--- src/rtl/gemm_tile_sequencer.sv ---
// gemm_tile_sequencer: walks the M/N/K block loops for a 4x4x4 MAC array.
// It issues paired A/B tile reads, forwards the returned tiles with their
// array controls, and writes back one C tile per (m,n) block.
// Optional feature macro: GEMM_SEQ_PERF_CNT_EN adds cycle_cnt_o, a count of
// busy cycles for the most recent job.
module gemm_tile_sequencer #(
  parameter int InDataWidth  = 8,
  parameter int OutDataWidth = 32,
  parameter int meshRow      = 4,
  parameter int meshCol      = 4,
  parameter int tileSize     = 4,
  parameter int SizeWidth    = 8,
  parameter int AddrWidth    = 16
) (
  input  logic                                     clk_i,
  input  logic                                     rst_i,
  input  logic                                     start_i,
  input  logic [SizeWidth-1:0]                     m_blocks_i,
  input  logic [SizeWidth-1:0]                     n_blocks_i,
  input  logic [SizeWidth-1:0]                     k_blocks_i,
  output logic                                     busy_o,
  output logic                                     done_o,
  output logic                                     a_req_o,
  output logic [AddrWidth-1:0]                     a_addr_o,
  input  logic [meshRow*tileSize*InDataWidth-1:0]  a_rdata_i,
  output logic                                     b_req_o,
  output logic [AddrWidth-1:0]                     b_addr_o,
  input  logic [meshCol*tileSize*InDataWidth-1:0]  b_rdata_i,
  output logic [meshRow*tileSize*InDataWidth-1:0]  a_o,
  output logic [meshCol*tileSize*InDataWidth-1:0]  b_o,
  output logic                                     a_valid_o,
  output logic                                     b_valid_o,
  output logic                                     init_save_o,
  output logic                                     acc_clr_o,
  input  logic [meshRow*meshCol*OutDataWidth-1:0]  c_i,
  output logic                                     c_wr_o,
  output logic [AddrWidth-1:0]                     c_addr_o,
`ifdef GEMM_SEQ_PERF_CNT_EN
  output logic [31:0]                              cycle_cnt_o,
`endif
  output logic [meshRow*meshCol*OutDataWidth-1:0]  c_data_o
);

  typedef enum logic [1:0] {S_IDLE, S_RUN, S_DRAIN, S_DONE} state_t;

  state_t                state_r;
  logic [SizeWidth-1:0]  m_sz_r, n_sz_r, k_sz_r;
  logic [SizeWidth-1:0]  m_sz_s, n_sz_s, k_sz_s;
  logic [SizeWidth-1:0]  m_r, n_r, k_r;
  logic [SizeWidth-1:0]  m_nxt_s, n_nxt_s, k_nxt_s;
  logic [AddrWidth-1:0]  mk_r, nk_r, mn_r;
  logic [AddrWidth-1:0]  mk_nxt_s, nk_nxt_s, mn_nxt_s;
  logic                  k_last_s, n_last_s, m_last_s, job_last_s;
  logic                  zero_s, issue_s;
  logic                  drain_r;
  logic                  req_r, first0_r, last0_r;
  logic [AddrWidth-1:0]  a_addr_r, b_addr_r, caddr0_r;
  logic                  valid_r, init_r, last1_r;
  logic [AddrWidth-1:0]  caddr1_r, caddr_r;
  logic                  cwr_r, busy_r, done_r, acc_clr_r;

  // Sizes come straight from the inputs while idle so the first issue can
  // go out on the same edge that accepts start.
  always_comb begin
    if (state_r == S_IDLE) begin
      m_sz_s = m_blocks_i;
      n_sz_s = n_blocks_i;
      k_sz_s = k_blocks_i;
    end else begin
      m_sz_s = m_sz_r;
      n_sz_s = n_sz_r;
      k_sz_s = k_sz_r;
    end
  end

  assign zero_s     = (m_blocks_i == {SizeWidth{1'b0}}) || (n_blocks_i == {SizeWidth{1'b0}}) ||
                      (k_blocks_i == {SizeWidth{1'b0}});
  assign issue_s    = (state_r == S_RUN) || ((state_r == S_IDLE) && start_i && !zero_s);
  assign k_last_s   = (k_r == k_sz_s - SizeWidth'(1));
  assign n_last_s   = (n_r == n_sz_s - SizeWidth'(1));
  assign m_last_s   = (m_r == m_sz_s - SizeWidth'(1));
  assign job_last_s = k_last_s && n_last_s && m_last_s;

  // Loop counter advance; the m*K, n*K and m*N bases grow by addition only.
  always_comb begin
    k_nxt_s  = k_r + SizeWidth'(1);
    n_nxt_s  = n_r;
    m_nxt_s  = m_r;
    nk_nxt_s = nk_r;
    mk_nxt_s = mk_r;
    mn_nxt_s = mn_r;
    if (job_last_s) begin
      k_nxt_s  = {SizeWidth{1'b0}};
      n_nxt_s  = {SizeWidth{1'b0}};
      m_nxt_s  = {SizeWidth{1'b0}};
      nk_nxt_s = {AddrWidth{1'b0}};
      mk_nxt_s = {AddrWidth{1'b0}};
      mn_nxt_s = {AddrWidth{1'b0}};
    end else if (k_last_s) begin
      k_nxt_s = {SizeWidth{1'b0}};
      if (n_last_s) begin
        n_nxt_s  = {SizeWidth{1'b0}};
        nk_nxt_s = {AddrWidth{1'b0}};
        m_nxt_s  = m_r + SizeWidth'(1);
        mk_nxt_s = mk_r + AddrWidth'(k_sz_s);
        mn_nxt_s = mn_r + AddrWidth'(n_sz_s);
      end else begin
        n_nxt_s  = n_r + SizeWidth'(1);
        nk_nxt_s = nk_r + AddrWidth'(k_sz_s);
      end
    end else begin
      k_nxt_s = k_r + SizeWidth'(1);
    end
  end

  // Control FSM plus the issue stage (read requests and their addresses).
  always_ff @(posedge clk_i) begin
    if (rst_i) begin
      state_r   <= S_IDLE;
      m_sz_r    <= {SizeWidth{1'b0}};
      n_sz_r    <= {SizeWidth{1'b0}};
      k_sz_r    <= {SizeWidth{1'b0}};
      m_r       <= {SizeWidth{1'b0}};
      n_r       <= {SizeWidth{1'b0}};
      k_r       <= {SizeWidth{1'b0}};
      mk_r      <= {AddrWidth{1'b0}};
      nk_r      <= {AddrWidth{1'b0}};
      mn_r      <= {AddrWidth{1'b0}};
      drain_r   <= 1'b0;
      req_r     <= 1'b0;
      first0_r  <= 1'b0;
      last0_r   <= 1'b0;
      a_addr_r  <= {AddrWidth{1'b0}};
      b_addr_r  <= {AddrWidth{1'b0}};
      caddr0_r  <= {AddrWidth{1'b0}};
      busy_r    <= 1'b0;
      done_r    <= 1'b0;
      acc_clr_r <= 1'b0;
    end else begin
      req_r     <= issue_s;
      done_r    <= 1'b0;
      acc_clr_r <= 1'b0;
      if (issue_s) begin
        a_addr_r <= mk_r + AddrWidth'(k_r);
        b_addr_r <= nk_r + AddrWidth'(k_r);
        caddr0_r <= mn_r + AddrWidth'(n_r);
        first0_r <= (k_r == {SizeWidth{1'b0}});
        last0_r  <= k_last_s;
        k_r      <= k_nxt_s;
        n_r      <= n_nxt_s;
        m_r      <= m_nxt_s;
        nk_r     <= nk_nxt_s;
        mk_r     <= mk_nxt_s;
        mn_r     <= mn_nxt_s;
      end else begin
        k_r <= k_r;
      end
      case (state_r)
        S_IDLE: begin
          if (start_i) begin
            m_sz_r <= m_blocks_i;
            n_sz_r <= n_blocks_i;
            k_sz_r <= k_blocks_i;
            if (zero_s) begin
              state_r <= S_DONE;
            end else begin
              busy_r    <= 1'b1;
              acc_clr_r <= 1'b1;
              state_r   <= job_last_s ? S_DRAIN : S_RUN;
            end
          end else begin
            state_r <= S_IDLE;
          end
        end
        S_RUN: begin
          if (job_last_s) begin
            state_r <= S_DRAIN;
          end else begin
            state_r <= S_RUN;
          end
        end
        S_DRAIN: begin
          drain_r <= !drain_r;
          if (drain_r) begin
            state_r <= S_DONE;
          end else begin
            state_r <= S_DRAIN;
          end
        end
        S_DONE: begin
          done_r  <= 1'b1;
          busy_r  <= 1'b0;
          state_r <= S_IDLE;
        end
        default: state_r <= S_IDLE;
      endcase
    end
  end

  // Stage 1 (tile presented to the array) and stage 2 (result write-back).
  always_ff @(posedge clk_i) begin
    if (rst_i) begin
      valid_r  <= 1'b0;
      init_r   <= 1'b0;
      last1_r  <= 1'b0;
      caddr1_r <= {AddrWidth{1'b0}};
      cwr_r    <= 1'b0;
      caddr_r  <= {AddrWidth{1'b0}};
    end else begin
      valid_r  <= req_r;
      init_r   <= req_r && first0_r;
      last1_r  <= req_r && last0_r;
      caddr1_r <= caddr0_r;
      cwr_r    <= last1_r;
      if (last1_r) begin
        caddr_r <= caddr1_r;
      end else begin
        caddr_r <= caddr_r;
      end
    end
  end

`ifdef GEMM_SEQ_PERF_CNT_EN
  logic [31:0] cycle_cnt_r;

  // Busy-cycle counter: cleared by an accepted start, held after done.
  always_ff @(posedge clk_i) begin
    if (rst_i) begin
      cycle_cnt_r <= 32'd0;
    end else if ((state_r == S_IDLE) && start_i) begin
      cycle_cnt_r <= 32'd0;
    end else if (busy_r) begin
      cycle_cnt_r <= cycle_cnt_r + 32'd1;
    end else begin
      cycle_cnt_r <= cycle_cnt_r;
    end
  end

  assign cycle_cnt_o = cycle_cnt_r;
`endif

  assign busy_o      = busy_r;
  assign done_o      = done_r;
  assign a_req_o     = req_r;
  assign b_req_o     = req_r;
  assign a_addr_o    = a_addr_r;
  assign b_addr_o    = b_addr_r;
  assign a_o         = a_rdata_i;
  assign b_o         = b_rdata_i;
  assign a_valid_o   = valid_r;
  assign b_valid_o   = valid_r;
  assign init_save_o = init_r;
  assign acc_clr_o   = acc_clr_r;
  assign c_wr_o      = cwr_r;
  assign c_addr_o    = caddr_r;
  assign c_data_o    = c_i;

endmodule

--- config.mk ---
export PLATFORM = sky130hd
export DESIGN_NAME = gemm_tile_sequencer
export DESIGN_NICKNAME = d
export VERILOG_FILES = /design/src/rtl/gemm_tile_sequencer.sv
export SDC_FILE = /design/constraint.sdc
export NUM_CORES = 1
export LEC_CHECK = 0
export CORE_AREA = 2 2 633 635
export DETAILED_ROUTE_END_ITERATION = 8
export DIE_AREA = 0 0 635 637
export SLEW_MARGIN = 20
export SYNTH_ARGS = -nofsm -noshare
export SYNTH_HDL_FRONTEND = slang
export SYNTH_SLANG_ARGS = --single-unit
--- constraint.sdc ---
create_clock -name clk_i -period 3.4 [get_ports clk_i]
set_input_delay 0.51 -clock clk_i [delete_from_list [all_inputs] [get_ports clk_i]]
set_output_delay 0.51 -clock clk_i [all_outputs]
set_load 0.01 [all_outputs]
# Word-level counts from Yosys, hierarchy flattened

Cells that the tools add are included.

Register bits: 189
Bits of input ports: 795
Logic and storage cells: 102

Add/subtract/negate cells: 12
Eq/ne operators: 8
Muxes and demuxes: 30
Bitwise operators: 2
Reduce and logical (&&, ||, !) cells: 24

Operator list:

| operator                                             | count |
|---|---|
| 2-to-1 mux 16 bit                                    | 9 |
| adder 16 x 8 -> 16 bit                               | 6 |
| 2-to-1 mux 8 bit                                     | 11 |
| zero test 8 bit                                      | 4 |
| adder 8 x 1 -> 8 bit (second input constant)         | 3 |
| equality test 8 bit                                  | 3 |
| subtractor 8 x 1 -> 8 bit (second input constant)    | 3 |
| one-hot mux 2 bit (4 select lines)                   | 1 |
| logical AND 1 bit                                    | 6 |
| 2-to-1 mux 2 bit                                     | 3 |
| AND reduction 3 bit                                  | 2 |
| nonzero test 2 bit                                   | 3 |
| 2-to-1 mux 1 bit                                     | 5 |
| equality test 2 bit (second input constant)          | 2 |
| inequality test 2 bit (second input constant)        | 2 |
| AND reduction 2 bit                                  | 2 |
| logical OR 1 bit                                     | 3 |
| OR reduction 3 bit                                   | 1 |
| equality test 2 x 1 -> 1 bit (second input constant) | 1 |
| zero test 1 bit                                      | 2 |
| zero test 2 bit                                      | 1 |
| inverter 1 bit                                       | 2 |
| one-hot mux 1 bit (2 select lines)                   | 1 |

# Longest topological paths before layout

Word-level depth: 10
Gate-level depth with buffers: 17
Mapped depth without buffers: 13

# Worst setup path before layout

Ideal clock, no wire load.

Kind: register to register
Start point: reg state_r[0]
End point: reg mk_r[9]
Library setup time: 0.070 ns
Arrival: 3.502 ns
Data required time: 3.330 ns
Slack: -0.172 ns
Stages on the path, launching flop included: 17
Path buffers: 5
Path through: dfxtp_1 buf_6 buf_6 nor2_8 buf_4 buf_2 mux2i_1 ha_1 xor2_1 and3_1 nor3_2 o2111ai_2 or3_1 nand4b_4 buf_2 or4_1 a21oi_1

Cells in the longest elaborated chain, start to end: 8
Elaborated cells between the ends (all ways): 23
Those cells by class: 4 x add/sub; 4 x eq/ne; 6 x mux; 9 x reduce/logical

RTL lines:

| element                                      | line   | text |
|---|---|---|
| start: declaration                           | 46     | `state_t state_r;` |
| start signal: assignment                     | 169    | `state_r <= job_last_s ? S_DRAIN : S_RUN;` |
| zero test 2 bit                              | 65, 78 |  |
| 2-to-1 mux 8 bit                             | 65     | `if (state_r == S_IDLE) begin` |
| subtractor 8 x 1 -> 8 bit (on tied branches) | 79, 80 |  |
| equality test 8 bit (on tied branches)       | 79, 80 |  |
| logical AND 1 bit (2 in a row)               | 82     | `assign job_last_s = k_last_s && n_last_s && m_last_s;` |
| nonzero test 2 bit (no source line)          | n/a    |  |
| AND reduction 3 bit (no source line)         | n/a    |  |
| end signal: assignment                       | 126    | `mk_r <= {AddrWidth{1'b0}};` |
| end signal: assignment                       | 153    | `mk_r <= mk_nxt_s;` |
| end: declaration                             | 51     | `logic [AddrWidth-1:0] mk_r, nk_r, mn_r;` |

Several ways; a longest one is shown, not always the timed one. The select of a mux whose other input is x is not followed.
A chain may end at the register's enable or synchronous reset.

# Final worst setup path

Start point: in k_blocks_i[6]
End point: reg mn_r[8]

Cells in the longest elaborated chain, start to end: 7
Elaborated cells between the ends (all ways): 14
Those cells by class: 1 x add/sub; 1 x eq/ne; 2 x mux; 10 x reduce/logical

RTL lines:

| element                              | line | text |
|---|---|---|
| start: declaration                   | 20   | `input logic [SizeWidth-1:0] k_blocks_i,` |
| 2-to-1 mux 8 bit                     | 65   |  |
| subtractor 8 x 1 -> 8 bit            | 79   | `assign k_last_s = (k_r == k_sz_s - SizeWidth'(1));` |
| equality test 8 bit                  | 79   |  |
| logical AND 1 bit (2 in a row)       | 82   |  |
| nonzero test 2 bit (no source line)  | n/a  |  |
| AND reduction 3 bit (no source line) | n/a  |  |
| end signal: assignment               | 128  | `mn_r <= {AddrWidth{1'b0}};` |
| end signal: assignment               | 154  | `mn_r <= mn_nxt_s;` |
| end: declaration                     | 51   |  |

Several ways; a longest one is shown, not always the timed one.

==> results.toml <==
[pwr]
power_frac_clock_pct = 40.8
total_power_mw = 5.30
intPower_mw = 3.60
power.density_nw_per_um2 = 277
power.leakage_nw = 5.18
switching_share_pct = 32.0
p_comb_share_pct = 15.4
power_switching_mw = 1.70
ir_drop_uv = 392
pwr-share-seq_pct = 43.8

[routing]
finalWirelength_um = 223000
drtAntennaViolNets = 0
wl_per_cell_um = 33.5
drtIter0Drc = 713
viasPerCell = 1.71
first_pass_iters = 5
drc = 0
dr_total_vias = 11363

[cells_and_area]
syn_to_final_growth_pct = 19.0
n_antenna_cell = 0
final_nets = 2231
final_area_um2 = 19200
register_area_um2 = 3790
drive_gt1_share_pct = 13.8
multi_input_area_um2 = 6230
fillCellCount = 46994

[floorplan]
die_w_um = 635
core_area_um2 = 398000
rows = 232
die-area_um2 = 404000
die_h_um = 637
initial_core_util_pct = 4.05
io-pin-count = 1620

[synthesis]
yosysTopAreaCell = "buf_4"
synth_warnings = 0
synth_area_leaders = "buf_4 36%, dfxtp_1 23%, ha_1 4.3%"
synthArstFlopShare_pct = 0
syn_nets = 2836
ys_ff_latch = 189
ys_types = 76
ys_seq_area_share_pct = 23.5
postSynthCellCount = 1980
syn_area_um2 = 16100
synth_top_area_share_pct = 36.0
synth-edff-count = 0
avgSynthCellArea_um2 = 8.14
synth_ff_type = "dfxtp_1"

[setup_path]
setup.worst_path.end_class = "register"
critPathMaxStageDelay_ps = 570
critPathArrivalTime_ps = 3690
path_buf_inv = 3
cp_slowest_cell = "or4_4"
crit_type = "input port to register"
cp_max_fo = 8
path_cells = "clkdlybuf4s50_1 > nor3b_1 > or2_1 > or4_4 > xnor3_1 > a2111oi_4 > buf_6 > nand4_4 > buf_4 > or3_1 > a21oi_1"
worst_setup_path_start_kind = "input port"
cp_top_family = "simple AND/OR/NAND/NOR gates"
worstPathRequired_ps = 3810

[global_route]
grt_pass1_wl_um = 248000
antenna_found_initial = 5
grt_start_max_net_pins = 51
grt_overflow = 0
grt_pass1_vias = 10493
grtUsageTotal_pct = 10.6

[placed_design]
port_buffers = 83
gp_congestion = 0.790
hpwlAfterDp_um = 211000
dpl_cell_area_um2 = 18500

[worst_hold_path]
worst_hold_path_type = "input port to register"

[cts]
htree_levels = 4
cts_root_buffer = "clkbuf_16"
clock_path_buffers = 2
cts_buffers = 17
cts_tree = "done"
clk_pin_slew_ps = 110
cts.sinks = 189
clock_latency_ps = 500
cts_hold_buf = 0

[sta]
setup_violations = 0
period_needed_ps = 3270
max_freq_ghz = 0.306
fin_setup_tns_ps = 0
clock_skew_ps = 33.0
finalMaxSlewViolations = 0
slew_headroom_pct = 38.2
worst_pin_slew_ps = 926
rsz0062_at_grt = "yes"
finalCritPeriodShare_pct = 96.2
report.final.hold_viol_count = 0

[flow_run]
cap_violations = 0

[status]
status = "complete, no violations"
==> per-layer routing <==
| layer | routed length (um) | vias to the layer above | global-route usage [%] |
|---|---|---|---|
| met1 | 32800 | 4818 | 4.41 |
| li1 | - | 4685 | - |
| met2 | 101000 | 1613 | 17.1 |
| met5 | 394 | - | 0.662 |
| met3 | 82100 | 233 | 18.5 |
| met4 | 6420 | 14 | 2.78 |
==> cell usage in the layout, fill, tap and decap left out, types with 28 or more instances in the layout <==
master	n
dfxtp_1	187
nand2_1	146
a21oi_1	126
buf_4	115
clkdlybuf4s50_1	81
nor2_1	79
o21ai_0	58
ha_1	54
xnor2_1	42
xor2_1	39
inv_1	38
nand3_1	30
or3_1	28
==> cells by family after synthesis <==
logic type,Yosys count,share of synthesized area (%)
xor+xnor,84,4.83
buf+inv,869,38.5
simple gates,431,13.6
fa+ha+maj,61,5.02
flops,189,23.5
mux,36,2.31
compound gates,310,12.3
==> Yosys cell counts, drive strengths merged (6+ instances only) <==
library cell	n
nor2	81
o21a	12
or4	12
and2	18
dfxtp	189
mux2i	30
a21oi	126
o31ai	12
nor2b	24
a311oi	8
nor3	22
mux2	6
nand3	30
or3	29
a211oi	13
o21bai	6
a21o	16
nor4	12
clkbuf	30
nor3b	6
nand4	13
fa	6
xnor2	42
xor2	39
nand2	146
o21ai	61
ha	55
and3	13
a32o	18
inv	39
buf	800
==> per-stage QoR <==
stage / setup slack (ps) / util [%] / hold slack [ps] / std cells
final: 128 / 4.82 / 422 / 6653
after global routing: -25.8 / 4.82 / 427 / 6653
after CTS: 30.0 / 4.79 / 410 / 6650
after detailed placement: -481 / 4.65 / 444 / 6618
after global placement: -449 / 4.65 / 437 / 6618
after floorplan: -22.1 / - / 427 / 1980
==> state kept, by name, summed over array words and instances (netlist names), 16 cells and up <==
signal	flops
c_addr_o	16
caddr0_r	16
a_addr_o	16
b_addr_o	16
mk_r	16
caddr1_r	16
mn_r	16
nk_r	16
==> timing repair <==
action,in CTS,in global routing
gates resized for setup,1,19
pin swaps,0,1
buffers inserted,0,2
cloned,0,1
setup endpoints to repair,15,63
==> path summary, 6_finish.rpt <==
kind / startpoint / to / slack, ps / depth (start not counted)
worst min-delay path: rst_i / c_addr_o[2]$_SDFFE_PP0P_ / 420 / 2
worst max register to register: state_r[0]$_SDFF_PP0_ / mn_r[8]$_SDFFE_PP0P_ / 140 / 11
worst min register to register: caddr1_r[12]$_SDFF_PP0_ / c_addr_o[12]$_SDFFE_PP0P_ / 440 / 2
worst max-delay path: k_blocks_i[6] / mn_r[8]$_SDFFE_PP0P_ / 130 / 11
==> layout make-up <==
type	instances	area share, %
Multi-Input combinational cell	923	32.5
Inverter	39	0.764
Clock inverter	14	0.849
Clock buffer	18	2.24
Tap cell	5265	34.4
Timing Repair Buffer	205	9.54
Sequential cell	189	19.8
==> power by group through the flow <==
stage	logic (mW)	registers [mW]	clock network, mW
finish	0.815	2.32	2.17
global route	0.890	2.33	2.29
CTS	0.825	2.32	2.22
detailed placement	0.821	2.38	0
global placement	0.818	2.37	0
floorplan	1.34	2.36	0
Power figures use the tool's default switching activity.
